--- src/rtl/pipe_ctrl_pkg.sv ---
// Shared widths, bit positions and bubble constants for the ID/EX control bundles.
package pipe_ctrl_pkg;
    localparam int ID_W  = 10;
    localparam int EX_W  = 10;
    localparam int MEM_W = 7;
    localparam int WB_W  = 2;

    // rd1..rd4 enable the four source-register reads inside reg_rd_control
    localparam int RD1_BIT   = 7;
    localparam int RD2_BIT   = 6;
    localparam int RD3_BIT   = 5;
    localparam int RD4_BIT   = 4;
    localparam int WB_WR_BIT = 1;

    localparam logic [EX_W-1:0]  EX_BUBBLE  = '0;
    localparam logic [MEM_W-1:0] MEM_BUBBLE = '0;
    localparam logic [WB_W-1:0]  WB_BUBBLE  = '0;

    typedef enum logic {
        LU_IDLE = 1'b0,
        LU_LOCK = 1'b1
    } lu_state_e;

    function automatic logic src_match(input logic en, input logic [3:0] addr,
                                       input logic [3:0] pend);
        return en && (addr == pend);
    endfunction
endpackage

--- src/rtl/id_ex_stage_reg_if.sv ---
// Decoder-side inputs and EX-side outputs of the ID/EX boundary; the stage uses the slave view.
interface id_ex_stage_reg_if #(
    parameter int ID_W   = pipe_ctrl_pkg::ID_W,
    parameter int EX_W   = pipe_ctrl_pkg::EX_W,
    parameter int MEM_W  = pipe_ctrl_pkg::MEM_W,
    parameter int WB_W   = pipe_ctrl_pkg::WB_W,
    parameter int DATA_W = 32
);
    logic [ID_W-1:0]   id_reg_rd_control;
    logic [EX_W-1:0]   id_exec_control;
    logic [MEM_W-1:0]  id_mem_control;
    logic [WB_W-1:0]   id_wb_control;
    logic              id_load_inst;
    logic [3:0]        id_rs1_addr;
    logic [3:0]        id_rs2_addr;
    logic [3:0]        id_rs3_addr;
    logic [3:0]        id_rs4_addr;
    logic [3:0]        id_rd_addr;
    logic [DATA_W-1:0] id_op1;
    logic [DATA_W-1:0] id_op2;
    logic [DATA_W-1:0] id_op3;
    logic [DATA_W-1:0] id_pc;
    logic              ex_flush;

    logic [EX_W-1:0]   ex_exec_control;
    logic [MEM_W-1:0]  ex_mem_control;
    logic [WB_W-1:0]   ex_wb_control;
    logic              ex_load_inst;
    logic [3:0]        ex_rd_addr;
    logic [DATA_W-1:0] ex_op1;
    logic [DATA_W-1:0] ex_op2;
    logic [DATA_W-1:0] ex_op3;
    logic [DATA_W-1:0] ex_pc;
    logic              ex_valid;
    logic              stall_if_id;

    modport master (
        output id_reg_rd_control, id_exec_control, id_mem_control, id_wb_control,
               id_load_inst, id_rs1_addr, id_rs2_addr, id_rs3_addr, id_rs4_addr,
               id_rd_addr, id_op1, id_op2, id_op3, id_pc, ex_flush,
        input  ex_exec_control, ex_mem_control, ex_wb_control, ex_load_inst,
               ex_rd_addr, ex_op1, ex_op2, ex_op3, ex_pc, ex_valid, stall_if_id
    );

    modport slave (
        input  id_reg_rd_control, id_exec_control, id_mem_control, id_wb_control,
               id_load_inst, id_rs1_addr, id_rs2_addr, id_rs3_addr, id_rs4_addr,
               id_rd_addr, id_op1, id_op2, id_op3, id_pc, ex_flush,
        output ex_exec_control, ex_mem_control, ex_wb_control, ex_load_inst,
               ex_rd_addr, ex_op1, ex_op2, ex_op3, ex_pc, ex_valid, stall_if_id
    );
endinterface

--- src/rtl/id_ex_stage_reg_load_use_detect.sv ---
// Load-use interlock: remembers the destination of the last writing load and how many
// bubbles it still needs, and flags a hazard when an enabled source in ID reads it.
module load_use_detect
    import pipe_ctrl_pkg::*;
#(
    parameter int LU_STALL = 1
) (
    input  logic       clock,
    input  logic       reset,
    input  logic [3:0] i_rd_en,
    input  logic [3:0] i_rs1_addr,
    input  logic [3:0] i_rs2_addr,
    input  logic [3:0] i_rs3_addr,
    input  logic [3:0] i_rs4_addr,
    input  logic [3:0] i_rd_addr,
    input  logic       i_load_wr,
    input  logic       i_flush,
    output logic       o_hazard
);
    localparam logic [1:0] LU_CNT = 2'(LU_STALL);

    logic [3:0] r_pend_rd;
    logic [1:0] r_cnt;
    lu_state_e  w_state;
    logic [3:0] w_match;

    assign w_state    = (r_cnt == 2'd0) ? LU_IDLE : LU_LOCK;
    assign w_match[3] = src_match(i_rd_en[3], i_rs1_addr, r_pend_rd);
    assign w_match[2] = src_match(i_rd_en[2], i_rs2_addr, r_pend_rd);
    assign w_match[1] = src_match(i_rd_en[1], i_rs3_addr, r_pend_rd);
    assign w_match[0] = src_match(i_rd_en[0], i_rs4_addr, r_pend_rd);
    assign o_hazard   = (w_state == LU_LOCK) && (|w_match);

    // A stalled cycle still burns one bubble of the budget; a flush cancels the rest.
    always_ff @(posedge clock) begin
        if (reset) begin
            r_pend_rd <= 4'd0;
            r_cnt     <= 2'd0;
        end else if (i_flush) begin
            r_cnt <= 2'd0;
        end else if (o_hazard) begin
            r_cnt <= r_cnt - 2'd1;
        end else if (i_load_wr) begin
            r_pend_rd <= i_rd_addr;
            r_cnt     <= LU_CNT;
        end else if (w_state == LU_LOCK) begin
            r_cnt <= r_cnt - 2'd1;
        end
    end
endmodule

--- src/rtl/id_ex_stage_reg.sv ---
// ID/EX pipeline register with load-use interlock: bubbles EX and holds IF/ID while a
// pending load result is still needed, and squashes the ID instruction on a branch flush.
module id_ex_stage_reg #(
    parameter int ID_W     = pipe_ctrl_pkg::ID_W,
    parameter int EX_W     = pipe_ctrl_pkg::EX_W,
    parameter int MEM_W    = pipe_ctrl_pkg::MEM_W,
    parameter int WB_W     = pipe_ctrl_pkg::WB_W,
    parameter int DATA_W   = 32,
    parameter int LU_STALL = 1
) (
    input  logic             clock,
    input  logic             reset,
    id_ex_stage_reg_if.slave ifc
);
    logic [EX_W-1:0]   r_exec;
    logic [MEM_W-1:0]  r_mem;
    logic [WB_W-1:0]   r_wb;
    logic              r_load;
    logic [3:0]        r_rd_addr;
    logic [DATA_W-1:0] r_op1;
    logic [DATA_W-1:0] r_op2;
    logic [DATA_W-1:0] r_op3;
    logic [DATA_W-1:0] r_pc;
    logic              r_valid;

    logic [3:0]        w_rd_en;
    logic              w_load_wr;
    logic              w_hazard;
    logic              w_bubble;
    logic              w_unused_rdc;

    assign w_rd_en = {ifc.id_reg_rd_control[pipe_ctrl_pkg::RD1_BIT],
                      ifc.id_reg_rd_control[pipe_ctrl_pkg::RD2_BIT],
                      ifc.id_reg_rd_control[pipe_ctrl_pkg::RD3_BIT],
                      ifc.id_reg_rd_control[pipe_ctrl_pkg::RD4_BIT]};
    assign w_load_wr    = ifc.id_load_inst & ifc.id_wb_control[pipe_ctrl_pkg::WB_WR_BIT];
    assign w_bubble     = ifc.ex_flush | w_hazard;
    assign w_unused_rdc = ^ifc.id_reg_rd_control;

    load_use_detect #(
        .LU_STALL (LU_STALL)
    ) u_detect (
        .clock      (clock),
        .reset      (reset),
        .i_rd_en    (w_rd_en),
        .i_rs1_addr (ifc.id_rs1_addr),
        .i_rs2_addr (ifc.id_rs2_addr),
        .i_rs3_addr (ifc.id_rs3_addr),
        .i_rs4_addr (ifc.id_rs4_addr),
        .i_rd_addr  (ifc.id_rd_addr),
        .i_load_wr  (w_load_wr),
        .i_flush    (ifc.ex_flush),
        .o_hazard   (w_hazard)
    );

    // Address and data always follow ID; only the control side is zeroed for a bubble.
    always_ff @(posedge clock) begin
        if (reset) begin
            r_exec    <= '0;
            r_mem     <= '0;
            r_wb      <= '0;
            r_load    <= 1'b0;
            r_rd_addr <= 4'd0;
            r_op1     <= '0;
            r_op2     <= '0;
            r_op3     <= '0;
            r_pc      <= '0;
            r_valid   <= 1'b0;
        end else begin
            r_rd_addr <= ifc.id_rd_addr;
            r_op1     <= ifc.id_op1;
            r_op2     <= ifc.id_op2;
            r_op3     <= ifc.id_op3;
            r_pc      <= ifc.id_pc;
            if (w_bubble) begin
                r_exec  <= EX_W'(pipe_ctrl_pkg::EX_BUBBLE);
                r_mem   <= MEM_W'(pipe_ctrl_pkg::MEM_BUBBLE);
                r_wb    <= WB_W'(pipe_ctrl_pkg::WB_BUBBLE);
                r_load  <= 1'b0;
                r_valid <= 1'b0;
            end else begin
                r_exec  <= ifc.id_exec_control;
                r_mem   <= ifc.id_mem_control;
                r_wb    <= ifc.id_wb_control;
                r_load  <= ifc.id_load_inst;
                r_valid <= 1'b1;
            end
        end
    end

    assign ifc.ex_exec_control = r_exec;
    assign ifc.ex_mem_control  = r_mem;
    assign ifc.ex_wb_control   = r_wb;
    assign ifc.ex_load_inst    = r_load;
    assign ifc.ex_rd_addr      = r_rd_addr;
    assign ifc.ex_op1          = r_op1;
    assign ifc.ex_op2          = r_op2;
    assign ifc.ex_op3          = r_op3;
    assign ifc.ex_pc           = r_pc;
    assign ifc.ex_valid        = r_valid;
    assign ifc.stall_if_id     = w_hazard & ~ifc.ex_flush;
endmodule

--- src/flat_wrapper.sv ---
// flat-port wrapper written by rule: the top's interface ports become plain ports
module id_ex_stage_reg_flat 
#(
    parameter int ID_W     = pipe_ctrl_pkg::ID_W,
    parameter int EX_W     = pipe_ctrl_pkg::EX_W,
    parameter int MEM_W    = pipe_ctrl_pkg::MEM_W,
    parameter int WB_W     = pipe_ctrl_pkg::WB_W,
    parameter int DATA_W   = 32,
    parameter int LU_STALL = 1
)
  (clock, reset, ifc_id_reg_rd_control, ifc_id_exec_control, ifc_id_mem_control, ifc_id_wb_control, ifc_id_load_inst, ifc_id_rs1_addr, ifc_id_rs2_addr, ifc_id_rs3_addr, ifc_id_rs4_addr, ifc_id_rd_addr, ifc_id_op1, ifc_id_op2, ifc_id_op3, ifc_id_pc, ifc_ex_flush, ifc_ex_exec_control, ifc_ex_mem_control, ifc_ex_wb_control, ifc_ex_load_inst, ifc_ex_rd_addr, ifc_ex_op1, ifc_ex_op2, ifc_ex_op3, ifc_ex_pc, ifc_ex_valid, ifc_stall_if_id);
  id_ex_stage_reg_if #(.ID_W(ID_W), .EX_W(EX_W), .MEM_W(MEM_W), .WB_W(WB_W), .DATA_W(DATA_W)) ifc_i ();
  input  logic clock;
  input  logic reset;
  input wire logic [$bits(ifc_i.id_reg_rd_control)-1:0] ifc_id_reg_rd_control;
  input wire logic [$bits(ifc_i.id_exec_control)-1:0] ifc_id_exec_control;
  input wire logic [$bits(ifc_i.id_mem_control)-1:0] ifc_id_mem_control;
  input wire logic [$bits(ifc_i.id_wb_control)-1:0] ifc_id_wb_control;
  input wire logic [$bits(ifc_i.id_load_inst)-1:0] ifc_id_load_inst;
  input wire logic [$bits(ifc_i.id_rs1_addr)-1:0] ifc_id_rs1_addr;
  input wire logic [$bits(ifc_i.id_rs2_addr)-1:0] ifc_id_rs2_addr;
  input wire logic [$bits(ifc_i.id_rs3_addr)-1:0] ifc_id_rs3_addr;
  input wire logic [$bits(ifc_i.id_rs4_addr)-1:0] ifc_id_rs4_addr;
  input wire logic [$bits(ifc_i.id_rd_addr)-1:0] ifc_id_rd_addr;
  input wire logic [$bits(ifc_i.id_op1)-1:0] ifc_id_op1;
  input wire logic [$bits(ifc_i.id_op2)-1:0] ifc_id_op2;
  input wire logic [$bits(ifc_i.id_op3)-1:0] ifc_id_op3;
  input wire logic [$bits(ifc_i.id_pc)-1:0] ifc_id_pc;
  input wire logic [$bits(ifc_i.ex_flush)-1:0] ifc_ex_flush;
  output wire logic [$bits(ifc_i.ex_exec_control)-1:0] ifc_ex_exec_control;
  output wire logic [$bits(ifc_i.ex_mem_control)-1:0] ifc_ex_mem_control;
  output wire logic [$bits(ifc_i.ex_wb_control)-1:0] ifc_ex_wb_control;
  output wire logic [$bits(ifc_i.ex_load_inst)-1:0] ifc_ex_load_inst;
  output wire logic [$bits(ifc_i.ex_rd_addr)-1:0] ifc_ex_rd_addr;
  output wire logic [$bits(ifc_i.ex_op1)-1:0] ifc_ex_op1;
  output wire logic [$bits(ifc_i.ex_op2)-1:0] ifc_ex_op2;
  output wire logic [$bits(ifc_i.ex_op3)-1:0] ifc_ex_op3;
  output wire logic [$bits(ifc_i.ex_pc)-1:0] ifc_ex_pc;
  output wire logic [$bits(ifc_i.ex_valid)-1:0] ifc_ex_valid;
  output wire logic [$bits(ifc_i.stall_if_id)-1:0] ifc_stall_if_id;
  assign ifc_i.id_reg_rd_control = ifc_id_reg_rd_control;
  assign ifc_i.id_exec_control = ifc_id_exec_control;
  assign ifc_i.id_mem_control = ifc_id_mem_control;
  assign ifc_i.id_wb_control = ifc_id_wb_control;
  assign ifc_i.id_load_inst = ifc_id_load_inst;
  assign ifc_i.id_rs1_addr = ifc_id_rs1_addr;
  assign ifc_i.id_rs2_addr = ifc_id_rs2_addr;
  assign ifc_i.id_rs3_addr = ifc_id_rs3_addr;
  assign ifc_i.id_rs4_addr = ifc_id_rs4_addr;
  assign ifc_i.id_rd_addr = ifc_id_rd_addr;
  assign ifc_i.id_op1 = ifc_id_op1;
  assign ifc_i.id_op2 = ifc_id_op2;
  assign ifc_i.id_op3 = ifc_id_op3;
  assign ifc_i.id_pc = ifc_id_pc;
  assign ifc_i.ex_flush = ifc_ex_flush;
  assign ifc_ex_exec_control = ifc_i.ex_exec_control;
  assign ifc_ex_mem_control = ifc_i.ex_mem_control;
  assign ifc_ex_wb_control = ifc_i.ex_wb_control;
  assign ifc_ex_load_inst = ifc_i.ex_load_inst;
  assign ifc_ex_rd_addr = ifc_i.ex_rd_addr;
  assign ifc_ex_op1 = ifc_i.ex_op1;
  assign ifc_ex_op2 = ifc_i.ex_op2;
  assign ifc_ex_op3 = ifc_i.ex_op3;
  assign ifc_ex_pc = ifc_i.ex_pc;
  assign ifc_ex_valid = ifc_i.ex_valid;
  assign ifc_stall_if_id = ifc_i.stall_if_id;
  id_ex_stage_reg #(.ID_W(ID_W), .EX_W(EX_W), .MEM_W(MEM_W), .WB_W(WB_W), .DATA_W(DATA_W), .LU_STALL(LU_STALL)) u_core (.clock(clock), .reset(reset), .ifc(ifc_i));
endmodule
--- config.mk ---
export PLATFORM = sky130hd
export DESIGN_NAME = id_ex_stage_reg_flat
export DESIGN_NICKNAME = d
export VERILOG_FILES = /design/src/rtl/pipe_ctrl_pkg.sv /design/src/rtl/id_ex_stage_reg_if.sv /design/src/rtl/id_ex_stage_reg_load_use_detect.sv /design/src/rtl/id_ex_stage_reg.sv /design/src/flat_wrapper.sv
export SDC_FILE = /design/constraint.sdc
export NUM_CORES = 1
export LEC_CHECK = 0
export BUFFER_PORTS_ARGS = -buffer_cell sky130_fd_sc_hd__buf_2
export CAP_MARGIN = 20
export CORE_AREA = 2 2 128 130
export DETAILED_ROUTE_END_ITERATION = 8
export DIE_AREA = 0 0 130 132
export PLACE_DENSITY_LB_ADDON = 0.15
export SYNTH_ARGS = -nofsm -noshare
export SYNTH_HDL_FRONTEND = slang
export SYNTH_SLANG_ARGS = --single-unit
--- constraint.sdc ---
create_clock -name clock -period 1.6 [get_ports clock]
set_clock_uncertainty 0.15 [all_clocks]
set_input_delay 0.08 -clock clock [delete_from_list [all_inputs] [get_ports clock]]
set_output_delay 0.08 -clock clock [all_outputs]
set_load 0.01 [all_outputs]
==> run_results.csv <==
group,metric,value,unit
logic_synthesis,ys_ff_latch,159,
clock_tree,ctsHoldBuffers,159,
worst_setup_path,path_class,"reg -> out",
worst_setup_path,crit_arrival,1790,ps
run_status,violations,"hold timing, setup timing",
cells_and_area,diodes,0,
cells_and_area,fillers,1346,
sta,slew_headroom,0.660,
floorplanning,boundaryPins,335,
cells_and_area,stdcell_count,1146,
sta,tns,-4870,ps
routing,met3_length,1.36,mm
power_and_ir_drop,p_switching,2.41,mW
cells_and_area,area_delta_synth_final,94.8,%
sta,rsz0062_at_grt,"true",
worst_setup_path,worstPathCellList,"xor2_1 > nor4_2 > a31oi_2 > a21oi_2 > nor2b_2 > buf_2",
global_route,grt_max_degree,92,
placement,gp_congestion,0.799,
worst_setup_path,slowest_stage,"dfxtp_4",
clock_tree,cts_sinks,159,
power_and_ir_drop,finalPower,10.3,mW
clock_tree,cts_tree,"built",
floorplanning,rows,46,
clock_tree,htree_levels,4,
floorplanning,dieWidth,130,um
clock_tree,clock_latency,410,ps
placement,port-buffer-count,328,
flow_run,maxCapViolations,0,
sta,timing.final.crit_share,1.26,
sta,setup_viol,28,
routing,drtAntennaViolNets,0,
clock_tree,clkSlewWorstSetupHoldPaths,60,ps
routing,initialDrtViolationCount,94,
routing,route.vias.total,4665,
worst_setup_path,worstPathRequired,1370,ps
worst_setup_path,end_kind,"primary output",
routing,top_layer,"met4",
routing,drc,0,
sta,final.setup.worst_slack,-416,ps
cells_and_area,fin_util,0.584,
floorplanning,die_h,132,um
global_route,grt.overflow.total,0,
sta,tightest_slew,510,ps
cells_and_area,multi_input_area,1600,um2
cells_and_area,regArea,3200,um2
global_route,track_usage,0.185,
floorplanning,dieArea,17200,um2
power_and_ir_drop,switching_share,0.234,
worst_setup_path,worst-path-max-fanout,5,
power_and_ir_drop,powerDensity,1120,nW/um2
sta,slew_viol_final,0,
logic_synthesis,synth_cells,417,
power_and_ir_drop,clockPowerShare,0.435,
clock_tree,cts_buffers,17,
worst_setup_path,critPathMaxStageDelay,370,ps
sta,finalHoldViolCount,2,
sta,finalCriticalPeriod,2020,ps
power_and_ir_drop,comb_power_share,0.147,
sta,hold_slack,-133,ps
power_and_ir_drop,leakage,4.37,nW
global_route,grt_pass1_vias,5145,
routing,routed_wl,15.9,mm
cells_and_area,fin_nets,1100,
global_route,antenna_found_initial,0,
clock_tree,cts_root_buf,"clkbuf_16",
sta,fmax,496,MHz
routing,met2WireLength,8.51,mm
logic_synthesis,yosys_warnings,0,
clock_tree,cts_max_path_buffers,2,
logic_synthesis,ys_seq_area_frac,0.676,
logic_synthesis,syn_nets,599,
power_and_ir_drop,internal-power,7.87,mW
routing,wl_per_cell,13.9,um
run_status,outcome,"finished with violations",
worst_hold_path,hold_class,"in -> reg",
placement,dp_hpwl,10.3,mm
logic_synthesis,synth_area,4710,um2
worst_setup_path,cp-start-kind,"flip-flop",
logic_synthesis,avgSynthCellArea,11.3,um2
cells_and_area,drive_above_1_share,0.447,
power_and_ir_drop,pwr-share-seq,0.419,
routing,dr.pass1.iters,4,
routing,via_per_inst,4.07,
floorplanning,start_util,0.300,
placement,dp_cells,950,
power_and_ir_drop,ir_worst_vdd,672,uV
logic_synthesis,yosysUniqueCellTypes,25,
routing,m1WireLength,5.61,mm
floorplanning,core_area,15700,um2
global_route,grt_pass1_wl,24.6,mm
-- critical path: cells and delay by family (launching register included) --
family | cells | cell delay [ps]
and+or+nand+nor | 2 | 450
DFF | 1 | 370
AOI/OAI and AO/OA | 2 | 270
xor gates and xnor gates | 1 | 150
buffers and inverters | 1 | 130
-- per-layer routing --
metal	up-vias	GRT usage
met5	-	0
met2	213	0.348
li1	2296	-
met4	0	0.0765
met1	2123	0.176
met3	33	0.0710
-- cells in the mapped netlist --
master    instances  share of area
a311oi_1          4         0.0074
nor2_2            1         0.0013
dfxtp_1         159           0.68
inv_1             2         0.0016
nor4_2            2         0.0053
buf_2             4         0.0043
ha_1              1         0.0027
clkbuf_1         16          0.013
a21oi_2           1         0.0019
nand3_1           5         0.0053
a41oi_1           1         0.0019
nor2_1           21          0.017
o211a_1           1         0.0021
nand2_1          30          0.024
buf_4             2         0.0032
a21oi_1           1         0.0011
nor2b_1         133           0.18
xnor2_1           4         0.0074
o21ai_0           2         0.0021
a31oi_2           2         0.0053
and3_1            4         0.0053
nor3_1            3         0.0032
mux2i_1           4         0.0085
xor2_1           12          0.022
buf_1             2         0.0016
-- power by group through the flow --
stage	Combinational, mW	Sequential, mW	Clock, mW
floorplan	0.484	4.44	0
global placement	1.06	4.37	0
detailed placement	1.07	4.37	0
CTS	1.46	4.30	4.57
global route	1.65	4.33	4.74
finish	1.51	4.30	4.47
-- cell usage in the layout, fill, tap and decap left out, types with 2 or more instances in the layout --
cell type and count:
buf_2 327, dlygate4sd3_1 159, dfxtp_1 155, nor2b_1 132, nand2_1 29, clkbuf_16 17, nor2_4 15, buf_4 13
xor2_1 10, nand3_1 5, bufinv_16 5, xnor2_1 4, nor2_1 4, mux2i_1 4, inv_6 4, buf_12 4
nor2_2 3, a311oi_2 3, dfxtp_4 3, inv_1 2, nor4_2 2, a31oi_2 2, nor3_2 2, xor2_2 2
and3_1 2, and3_4 2, o21ai_0 2, clkinvlp_4 2, inv_8 2, buf_8 2
-- kinds of logic (layout without fill, tap and decap cells) --
kind of cell             after synthesis  in the layout  synth area share
flip-flops                           159            159             0.676
AO/OA/AOI/OAI                         12             12            0.0218
adder cells (fa/ha/maj)                1              1           0.00266
multiplexers                           4              4           0.00850
XOR/XNOR                              16             16            0.0298
AND/OR/NAND/NOR                      199            199             0.238
buffers and inverters                 26            539            0.0234
-- stage by stage --
step,setup WS (ps),hold WS [ps],area [um2]
after detailed placement,-222,142,6650
final,-416,-133,9170
after CTS,-450,-141,9090
after floorplan,-36.6,9.31,4730
after global routing,-541,-121,9170
after global placement,-161,138,6650
-- area by class of cell --
class / instances / share of cell area
timing repair buffer: 506 / 0.376
sequential: 159 / 0.348
clock inverter: 14 / 0.0248
tap: 216 / 0.0295
clock buffer: 17 / 0.0464
inverter: 2 / 0.000819
multi-input combinational: 232 / 0.174
-- flip-flops by register name, indices dropped and copies added (netlist names) --
register and count:
u_core.ifc.ex_op1 32, u_core.ifc.ex_load_inst 1, u_core.ifc.ex_wb_control 2, u_core.u_detect.r_pend_rd 4, u_core.ifc.ex_valid 1, u_core.ifc.ex_exec_control 10, u_core.u_detect.r_cnt 2, u_core.ifc.ex_mem_control 7
u_core.ifc.ex_pc 32, u_core.ifc.ex_rd_addr 4, u_core.ifc.ex_op3 32, u_core.ifc.ex_op2 32
-- path summary, 6_finish.rpt --
| path | start | slack [ps] | cells past startpoint | to |
|---|---|---|---|---|
| setup / recovery | u_core.u_detect.r_pend_rd[2] | -420 | 6 | ifc_stall_if_id |
| hold reg to reg | u_core.u_detect.r_cnt[0] | 320 | 1 | u_core.u_detect.r_cnt[0] |
| setup reg to reg | u_core.u_detect.r_pend_rd[2] | -200 | 7 | u_core.u_detect.r_pend_rd[0] |
| hold / removal | reset | -130 | 4 | u_core.u_detect.r_cnt[0] |
-- what timing repair did --
action                     4_1_cts  5_1_grt
setup endpoints to repair       28       28
buffers inserted                 5        3
gates resized for setup         26       38
cloned                           3        0
pin swaps                       15       16
hold endpoints to repair       159        2
(Power assumes the default switching activity.)
